==> config.mk <==
export PLATFORM = sky130hd
export DESIGN_NAME = gigatron_uart_loader
export DESIGN_NICKNAME = d
export VERILOG_FILES = /design/src/rtl/gigatron_uart_loader.sv
export SDC_FILE = /design/constraint.sdc
export NUM_CORES = 1
export LEC_CHECK = 0
export ABC_AREA = 1
export BUFFER_PORTS_ARGS = -buffer_cell sky130_fd_sc_hd__buf_4
export CAP_MARGIN = 20
export CELL_PAD_IN_SITES_DETAIL_PLACEMENT = 0
export CELL_PAD_IN_SITES_GLOBAL_PLACEMENT = 2
export CORE_AREA = 2 2 144 146
export CTS_BUF_LIST = sky130_fd_sc_hd__clkbuf_4 sky130_fd_sc_hd__clkbuf_8 sky130_fd_sc_hd__clkbuf_16
export DETAILED_ROUTE_END_ITERATION = 12
export DIE_AREA = 0 0 146 148
export GPL_TIMING_DRIVEN = 0
export PLACE_DENSITY = 0.9
export SLEW_MARGIN = 40
export SYNTH_ARGS = -nofsm -noshare
export SYNTH_HDL_FRONTEND = slang
export SYNTH_SLANG_ARGS = --single-unit
==> constraint.sdc <==
create_clock -name clock -period 5.32 [get_ports clock]
set_clock_uncertainty 0.1 [all_clocks]
set_input_delay 0.266 -clock clock [delete_from_list [all_inputs] [get_ports clock]]
set_output_delay 0.266 -clock clock [all_outputs]
set_load 0.1 [all_outputs]
==> src/rtl/gigatron_uart_loader.sv <==
// gigatron_uart_loader: receives a program image over an 8N1 UART line and
// writes it word by word into the core's 16-bit program ROM, holding the core
// in reset while loading.
// Frame: A5, LEN_H, LEN_L, LEN x (lo, hi) [, CSUM]
// Optional build macro LOADER_CHECKSUM_EN adds the trailing CSUM byte check
// (8-bit sum of LEN_H, LEN_L and all data bytes).
//
// state | meaning
// IDLE  | waiting for 0xA5, core running (or released after reset)
// LEN_H | expecting length high byte
// LEN_L | expecting length low byte
// D_LO  | expecting data word low byte
// D_HI  | expecting data word high byte, write issued on receipt
// CSUM  | expecting checksum byte (LOADER_CHECKSUM_EN only)
// FAIL  | last load failed, core held in reset until a new 0xA5
module gigatron_uart_loader #(
   parameter int CLKS_PER_BIT = 217,
   parameter int GAP_TIMEOUT  = 2500000
) (
   input  logic        clock,
   input  logic        rst_n,
   input  logic        rx,
   output logic [15:0] prog_a,
   output logic [15:0] prog_d,
   output logic        prog_we,
   output logic        cpu_rst_n,
   output logic        busy,
   output logic        done,
   output logic        error
);

   localparam int HALF_BIT = CLKS_PER_BIT / 2;

   typedef enum logic [1:0] {R_IDLE, R_START, R_DATA, R_STOP} rx_state_t;

   typedef enum logic [2:0] {
      IDLE, LEN_H, LEN_L, D_LO, D_HI,
`ifdef LOADER_CHECKSUM_EN
      CSUM,
`endif
      FAIL
   } state_t;

   logic        rx_s1, rx_s2;
   rx_state_t   rx_state, rx_next;
   logic [15:0] bit_cnt;
   logic [2:0]  bit_idx;
   logic [7:0]  shreg;
   logic        byte_valid, frame_err;

   state_t      state, state_next;
   logic        do_start, do_write, do_finish, do_fail, gap_exp, fin_pend;
   logic [31:0] gap_cnt;
   logic [7:0]  len_h, lo_byte;
   logic [15:0] words_left, addr;
`ifdef LOADER_CHECKSUM_EN
   logic [7:0]  csum;
`endif

   // receiver state sequencing: start check, 8 data bits, stop bit
   always_comb begin
      rx_next = rx_state;
      case (rx_state)
         R_IDLE:  if (!rx_s2) rx_next = R_START;
         R_START: if (bit_cnt == '0) rx_next = rx_s2 ? R_IDLE : R_DATA;
         R_DATA:  if (bit_cnt == '0 && bit_idx == 3'd7) rx_next = R_STOP;
         R_STOP:  if (bit_cnt == '0) rx_next = R_IDLE;
         default: rx_next = R_IDLE;
      endcase
   end

   // synchroniser, bit timer, shift register and byte/framing strobes
   always_ff @(posedge clock or negedge rst_n) begin
      if (!rst_n) begin
         rx_s1      <= 1'b1;
         rx_s2      <= 1'b1;
         rx_state   <= R_IDLE;
         bit_cnt    <= '0;
         bit_idx    <= '0;
         shreg      <= '0;
         byte_valid <= 1'b0;
         frame_err  <= 1'b0;
      end else begin
         rx_s1      <= rx;
         rx_s2      <= rx_s1;
         rx_state   <= rx_next;
         byte_valid <= 1'b0;
         frame_err  <= 1'b0;
         case (rx_state)
            R_IDLE: begin
               bit_cnt <= 16'(HALF_BIT - 1);
               bit_idx <= '0;
            end
            R_START: bit_cnt <= (bit_cnt == '0) ? 16'(CLKS_PER_BIT - 1) : bit_cnt - 16'd1;
            R_DATA: begin
               if (bit_cnt == '0) begin
                  shreg   <= {rx_s2, shreg[7:1]};
                  bit_idx <= bit_idx + 3'd1;
                  bit_cnt <= 16'(CLKS_PER_BIT - 1);
               end else begin
                  bit_cnt <= bit_cnt - 16'd1;
               end
            end
            R_STOP: begin
               if (bit_cnt == '0) begin
                  byte_valid <= rx_s2;
                  frame_err  <= !rx_s2;
               end else begin
                  bit_cnt <= bit_cnt - 16'd1;
               end
            end
            default: bit_cnt <= '0;
         endcase
      end
   end

   // loader next-state and control strobes
   always_comb begin
      state_next = state;
      do_start   = 1'b0;
      do_write   = 1'b0;
      do_finish  = 1'b0;
      do_fail    = 1'b0;
      gap_exp    = (GAP_TIMEOUT != 0) && (gap_cnt == '0) && !byte_valid;
      case (state)
         IDLE, FAIL: begin
            if (byte_valid && shreg == 8'hA5) begin
               do_start   = 1'b1;
               state_next = LEN_H;
            end
         end
         default: begin
            if (frame_err || gap_exp) begin
               do_fail    = 1'b1;
               state_next = FAIL;
            end else if (byte_valid) begin
               case (state)
                  LEN_H: state_next = LEN_L;
                  LEN_L: begin
                     if ({len_h, shreg} == 16'd0) begin
`ifdef LOADER_CHECKSUM_EN
                        state_next = CSUM;
`else
                        do_finish  = 1'b1;
                        state_next = IDLE;
`endif
                     end else begin
                        state_next = D_LO;
                     end
                  end
                  D_LO: state_next = D_HI;
                  D_HI: begin
                     do_write = 1'b1;
                     if (words_left == 16'd1) begin
`ifdef LOADER_CHECKSUM_EN
                        state_next = CSUM;
`else
                        do_finish  = 1'b1;
                        state_next = IDLE;
`endif
                     end else begin
                        state_next = D_LO;
                     end
                  end
`ifdef LOADER_CHECKSUM_EN
                  CSUM: begin
                     if (shreg == csum) begin
                        do_finish  = 1'b1;
                        state_next = IDLE;
                     end else begin
                        do_fail    = 1'b1;
                        state_next = FAIL;
                     end
                  end
`endif
                  default: state_next = state;
               endcase
            end
         end
      endcase
   end

   // loader state register, counters, ROM write port and status outputs
   always_ff @(posedge clock or negedge rst_n) begin
      if (!rst_n) begin
         state      <= IDLE;
         prog_a     <= '0;
         prog_d     <= '0;
         prog_we    <= 1'b0;
         cpu_rst_n  <= 1'b0;
         busy       <= 1'b0;
         done       <= 1'b0;
         error      <= 1'b0;
         fin_pend   <= 1'b0;
         gap_cnt    <= '0;
         len_h      <= '0;
         lo_byte    <= '0;
         words_left <= '0;
         addr       <= '0;
`ifdef LOADER_CHECKSUM_EN
         csum       <= '0;
`endif
      end else begin
         state    <= state_next;
         prog_we  <= 1'b0;
         fin_pend <= do_finish;
         // done/cpu release lag the final write strobe by one cycle
         if (do_start) begin
            busy  <= 1'b1;
            done  <= 1'b0;
            error <= 1'b0;
            addr  <= '0;
         end else if (do_fail) begin
            busy  <= 1'b0;
            error <= 1'b1;
         end else if (fin_pend) begin
            busy <= 1'b0;
            done <= 1'b1;
         end
         if (do_start)
            cpu_rst_n <= 1'b0;
         else if (state == IDLE)
            cpu_rst_n <= 1'b1;
         if (do_start || byte_valid)
            gap_cnt <= 32'(GAP_TIMEOUT - 1);
         else if (gap_cnt != '0)
            gap_cnt <= gap_cnt - 32'd1;
         if (byte_valid && state == LEN_H) len_h <= shreg;
         if (byte_valid && state == LEN_L) words_left <= {len_h, shreg};
         if (byte_valid && state == D_LO) lo_byte <= shreg;
`ifdef LOADER_CHECKSUM_EN
         if (do_start)
            csum <= '0;
         else if (byte_valid && state inside {LEN_H, LEN_L, D_LO, D_HI})
            csum <= csum + shreg;
`endif
         if (do_write) begin
            prog_a     <= addr;
            prog_d     <= {shreg, lo_byte};
            prog_we    <= 1'b1;
            addr       <= addr + 16'd1;
            words_left <= words_left - 16'd1;
         end
      end
   end

endmodule
==> results of run 1 <==
==> sequential cells by signal, indices dropped and copies added (netlist names), 3 cells and up, named ones only <==
name        flops
bit_idx         3
lo_byte         8
shreg           8
len_h           8
prog_d         16
state           3
bit_cnt        16
words_left     16
gap_cnt        32
addr           16
prog_a         16
==> worst register-to-register path: cells and delay by family, from the launching register on <==
kind | cells | cell delay [ps]
AO/OA/AOI/OAI | 1 | 70
adder cells (fa/ha/maj) | 1 | 220
buffers and inverters | 2 | 450
AND/OR/NAND/NOR | 4 | 900
flip-flops | 1 | 380
==> per-stage QoR <==
| step | area, sq um | instances | setup WS [ps] |
|---|---|---|---|
| after floorplan | 7900 | 994 | 3560 |
| after global placement | 8530 | 1303 | 3000 |
| after detailed placement | 8590 | 1305 | 3120 |
| after CTS | 9190 | 1338 | 3080 |
| after global routing | 9190 | 1338 | 2820 |
| final | 9190 | 1338 | 3070 |
==> report_power, final <==
group          internal, mW  switching, mW  leakage (nW)
sequential             1.17       0.000506          2.11
combinational       0.00680         0.0245          2.46
clock                 0.690          0.511         0.271
total                  1.87          0.536          4.85
==> layer usage <==
metal  share of wire (%)  vias up
li1                    -     3336
met1                  53     3134
met2                  42       99
met3                 3.0       21
met4                 1.7        0
met5                   0        -
==> worst max-delay path by stage <==
stage / start / to / slack (ps) / cells after the start
finish: bit_cnt[0]$_DFFE_PN0P_ / shreg[6]$_DFFE_PN0P_ / 3070 / 8
global route: bit_cnt[0]$_DFFE_PN0P_ / shreg[5]$_DFFE_PN0P_ / 2820 / 8
CTS: bit_cnt[0]$_DFFE_PN0P_ / shreg[6]$_DFFE_PN0P_ / 3080 / 8
detailed placement: bit_cnt[0]$_DFFE_PN0P_ / shreg[6]$_DFFE_PN0P_ / 3120 / 8
global placement: rst_n / addr[2]$_DFFE_PN0P_ / 3000 / 1
floorplan: bit_cnt[0]$_DFFE_PN0P_ / bit_cnt[13]$_DFFE_PN0P_ / 3560 / 13
==> cell families after synthesis <==
logic type,after synthesis
and+or+nand+nor,513
xor gates and xnor gates,34
AOI/OAI and AO/OA,143
buffers and inverters,138
adders and majority gates,12
DFF,154
==> synth_stat cells (3+ instances only) <==
cell type    n  share of area [%]
nand4_1     17                1.3
o21ai_0     96                6.1
nand2_1    237                 11
o211ai_1     5               0.48
xnor2_1      5               0.55
nand2_4      4               0.57
nor4_1       5               0.40
nor2_4       6               0.86
nand3b_1     7               0.67
nor3_1      33                2.1
inv_2        4               0.19
and2_1       3               0.24
nand3_1     49                3.1
nand2_2      7               0.55
xor2_1      29                3.2
a21oi_1     20                1.3
ha_1        12                1.9
nor2_2      12               0.95
clkbuf_1    13               0.62
inv_1      112                5.3
buf_2        6               0.38
dfrtp_1    152                 48
or2_2        3               0.24
o22ai_1      5               0.40
nor2_1     125                5.9
==> area by class of cell <==
type,instances,share of cell area [%]
inverters,116,4.74
clock inverters,14,1.62
repair buffers,43,4.09
multi-input cells,702,38.1
well taps,270,3.68
clock buffers,17,4.63
flip-flops and latches,154,42.0
plain buffers,22,1.14
==> out/metrics.csv, run 1 <==
metric;value;unit
status;complete, no violations;
unique cell type count in the Yosys netlist;43;
slew margin rel.;53.5;%
Pleak;4.85;nW
Die ar.;21600;sq um
Max Transition Viols Final;0;
met1 Track Usage GR;29.9;%
minimum clock period;2250;ps
vias in the first global route;6248;
CP Cell Sequence;inv_1, ha_1, nand3_1, nor2_1, nand3_1, clkbuf_1, nand2_1, o21ai_0;
Synth Area in Compound Gates;9.88;%
Crit Path Class;reg -> reg;
flip-flop and latch area;3860;sq um
Hold Slack;174;ps
first-pass GRT wire length;32700;um
Critical Path AT;2450;ps
flop-to-flop setup slack;3070;ps
startpoint types;flip-flop;
Worst Path Max Fanout;10;
Fill cells;2075;
CP max stage delay;400;ps
hold-fix buffers at CTS;2;
Post-Synth Adder-Cell Area;1.90;%
H-tree levels;4;
Clock Latency Late Sink;430;ps
mux share of post-synthesis cell area;0;%
Max IR drop VDD;0.000202;V
worst r2r path cells;8;
drt pass-1 iters;5;
GRT Total Usage;19.2;%
Placer Congestion;0.797;
site row count;52;
post-synthesis xor/xnor area fraction;3.77;%
Avg Vias per Cell;4.93;
initial antenna violation count;0;
IO Port Bufs;39;
period utilization;42.4;%
Worst Tran Pin Value;697;ps
clock slew at reported path FFs;70;ps
PwrDens;262;nW/um^2
Crit. End Element;flip-flop;
main combinational cell family by area after synthesis;simple AND/OR/NAND/NOR gates;
post_cts resized;0;
most frequent CP cell;nand3_1;
RSZ-0062 raised after global routing;no;
Max Clk Rate;0.444;GHz
DR DRC count;0;
I/O pins;40;
slowest CP cell;nand3_1;
post-route ant nets;0;
Setup Viol. Count Final;0;
CTS max path bufs;2;
GRT Max-Usage Layer;met1;
DR iter-0 viols;360;
post-synthesis net count;1009;
FF-to-FF Start;bit_cnt[0]$_DFFE_PN0P_;
most common cell after layout, fill and taps aside;nand2_1;
CTS Sinks;154;
most frequent cells in the layout;237 x nand2_1, 152 x dfrtp_1, 125 x nor2_1;
Layout Area Growth over Synthesis;16.3;%
Die X;146;um
flops & latches, synth;154;
Synth Flop Type;dfrtp_1;
FFs w/ async S/R, synth;100;%
total power;2.40;mW
total core area;20000;sq um
synthesized instance count;994;
maxcap violations;0;
CTS tree;yes;
average cell area after synthesis;7.95;sq um
Post-synth EDFFs;0;
root buf cell;clkbuf_16;
Synth Area in Simple Gates;28.8;%
wire length per cell;14.7;um
Die Span Y;148;um
final core utilization;45.8;%
Setup TNS Final;0;ps
# nets final;1071;
Congestion Overflow GR;0;
Post-DP HPWL;14400;um
proportion of layout cells with a drive suffix above 1;11.7;%
routing usage on met3;3.02;%
Ys Warns;0;
drt total wl;19700;um
Hold WC Path Type;in -> async;
Mapped Area;7900;sq um
WP data required;5520;ps
Vias;6590;
register area share after synthesis;48.8;%
Antenna Diode Count;0;
reg-to-reg critical path endpoint;shreg[6]$_DFFE_PN0P_;
area occupied by multi-input gates;3500;sq um
Fin. Hold Viols;0;
starting density of the core;39.4;%
WP buf/inv;2;
M2 GR Usage;27.0;%
Setup Buffers After CTS;0;
CTS buffer count;17;
pin count of the biggest net entering global routing;69;
family with the most delay on the worst path;simple AND/OR/NAND/NOR gates;
(Power assumes the default switching activity.)
==> run 2, diff against run 1 <==
- CORE_AREA: 2 2 144 146 -> 2 2 158 160
- DIE_AREA: 0 0 146 148 -> 0 0 160 162
- PLACE_DENSITY: 0.9 -> 0.8
- clock period: 5.32 -> 2 ns (I/O delays scaled with it)
==> out/metrics.csv, run 2 (synthesis results as in run 1) <==
metric;value;unit;change
status;complete, no violations;;unchanged
initial antenna violation count;0;;unchanged
site row count;57;;was 52
Max IR drop VDD;0.000533;V;was 0.000202 V
Crit Path Class;reg -> reg;;unchanged
Hold WC Path Type;in -> async;;unchanged
# nets final;1084;;was 1071
WP data required;2190;ps;was 5520 ps
Layout Area Growth over Synthesis;21.1;%;was 16.3%
DP Worst Slack;-327;ps;was 3120 ps
CTS tree;yes;;unchanged
vias in the first global route;6406;;was 6248
final core utilization;39.7;%;was 45.8%
DR iter-0 viols;409;;was 360
Clock Latency Late Sink;430;ps;about the same
PwrDens;678;nW/um^2;was 262 nW/um^2
Fin. Hold Viols;0;;unchanged
CTS buffer count;17;;unchanged
Crit. End Element;flip-flop;;unchanged
startpoint types;flip-flop;;unchanged
most frequent cells in the layout;232 x nand2_1, 151 x dfrtp_1, 113 x nor2_1;;was 237 x nand2_1, 152 x dfrtp_1, 125 x nor2_1
Placer Congestion;0.813;;was 0.797
post-route ant nets;0;;unchanged
Reg with most FFs;gap_cnt;;unchanged
root buf cell;clkbuf_16;;unchanged
Setup Viol. Count Final;0;;unchanged
minimum clock period;1900;ps;was 2250 ps
clock slew at reported path FFs;70;ps;about the same
Worst Path Max Fanout;10;;unchanged
first-pass GRT wire length;34000;um;was 32700 um
Die X;160;um;was 146 um
drt total wl;20900;um;was 19700 um
most common cell after layout, fill and taps aside;nand2_1;;unchanged
Worst Tran Pin Value;557;ps;was 697 ps
CTS Sinks;154;;unchanged
Post-DP HPWL;15000;um;was 14400 um
Final WS setup;104;ps;was 3070 ps
Die ar.;25900;sq um;was 21600 sq um
proportion of layout cells with a drive suffix above 1;16.5;%;was 11.7%
GRT Total Usage;16.7;%;was 19.2%
RSZ-0062 raised after global routing;yes;;was no
slew margin rel.;62.9;%;was 53.5%
Avg Vias per Cell;4.70;;was 4.93
Congestion Overflow GR;0;;unchanged
CTS max path bufs;2;;unchanged
max reg flops;32;;unchanged
Critical Path AT;2090;ps;was 2450 ps
wire length per cell;14.8;um;was 14.7 um
I/O pins;40;;unchanged
IO Port Bufs;39;;unchanged
Vias;6607;;was 6590
Pleak;4.95;nW;was 4.85 nW
H-tree levels;4;;unchanged
Max Transition Viols Final;0;;unchanged
Die Span Y;162;um;was 148 um
DR DRC count;0;;unchanged
Antenna Diode Count;0;;unchanged
pin count of the biggest net entering global routing;66;;was 69
drt pass-1 iters;5;;unchanged
period utilization;94.8;%;was 42.4%
total core area;24100;sq um;was 20000 sq um
starting density of the core;32.8;%;was 39.4%
maxcap violations;0;;unchanged
Max Clk Rate;0.527;GHz;was 0.444 GHz
run 2: cell types whose count changed in the layout (fill, tap and decap cells not counted), sizes merged:
cell    change
clkbuf      +2
buf        +12
clkinv      -2
bufinv      -1
inv         +3
run 2: power by group:
group	internal [mW]	total [mW]	switching, mW	leakage [nW]
logic	0.0181	0.0843	0.0662	2.56
registers	3.12	3.12	0.00103	2.11
clock network	1.80	3.29	1.48	0.287
total	4.94	6.49	1.55	4.95
run 2: timing repair:
item | 4_1_cts | 5_1_grt
pin swaps | 4 | 8
hold endpoints to repair | 153 | 0
gates resized for setup | 23 | 38
buffers inserted | 5 | 9
setup endpoints to repair | 65 | 72
cloned | 0 | 0
hold buffers | 2 | 0
run 2: cell type report:
| cell class | count | area (sq um) |
|---|---|---|
| timing repair buffer | 56 | 473 |
| inverter | 116 | 445 |
| sequential | 154 | 3860 |
| clock inverter | 14 | 156 |
| tap | 324 | 405 |
| buffer | 22 | 120 |
| multi-input combinational | 702 | 3670 |
| fill | 2495 | 14500 |
| clock buffer | 18 | 439 |
run 2: path summary, 6_finish.rpt:
| path | startpoint | endpoint | slack [ps] | depth (start not counted) |
|---|---|---|---|---|
| max | byte_valid$_DFF_PN0_ | len_h[7]$_DFFE_PN0P_ | 100 | 5 |
| min | rst_n | gap_cnt[24]$_DFFE_PN0P_ | 40 | 2 |
| max reg2reg | byte_valid$_DFF_PN0_ | len_h[7]$_DFFE_PN0P_ | 100 | 5 |
| min reg2reg | rx_s1$_DFF_PN1_ | rx_s2$_DFF_PN1_ | 260 | 0 |
| max in group asynchronous | rst_n | rx_s2$_DFF_PN1_ | 1070 | 3 |
| min in group clock | rx | rx_s1$_DFF_PN1_ | 220 | 2 |
run 2: metrics by stage:
step	hold WS [ps]	setup TNS [ps]	cells	power [mW]	cell area [sq um]
6_report	39.2	0	1406	6.49	9570
5_1_grt	66.0	-250	1406	6.73	9570
4_1_cts	49.0	0	1398	6.57	9400
3_5_place_dp	-83.6	-7680	1359	3.26	8660
3_3_place_gp	108	-38580	1357	3.25	8600
2_1_floorplan	-296	0	994	3.18	7900
run 2: worst max-delay path, cell delays in order, from the launching register on:
cell and delay [ps]:
dfrtp_1 440, clkbuf_2 370, nand3_1 380, clkbuf_1 300, nand2_1 90, o21ai_0 80
run 2: metal layers:
| metal | vias to the layer above | track usage [%] | routed length [um] |
|---|---|---|---|
| li1 | 3367 | - | - |
| met1 | 3149 | 24.4 | 10700 |
| met2 | 75 | 25.5 | 9230 |
| met3 | 16 | 2.58 | 648 |
| met4 | 0 | 5.24 | 240 |
| met5 | - | 0 | 0 |
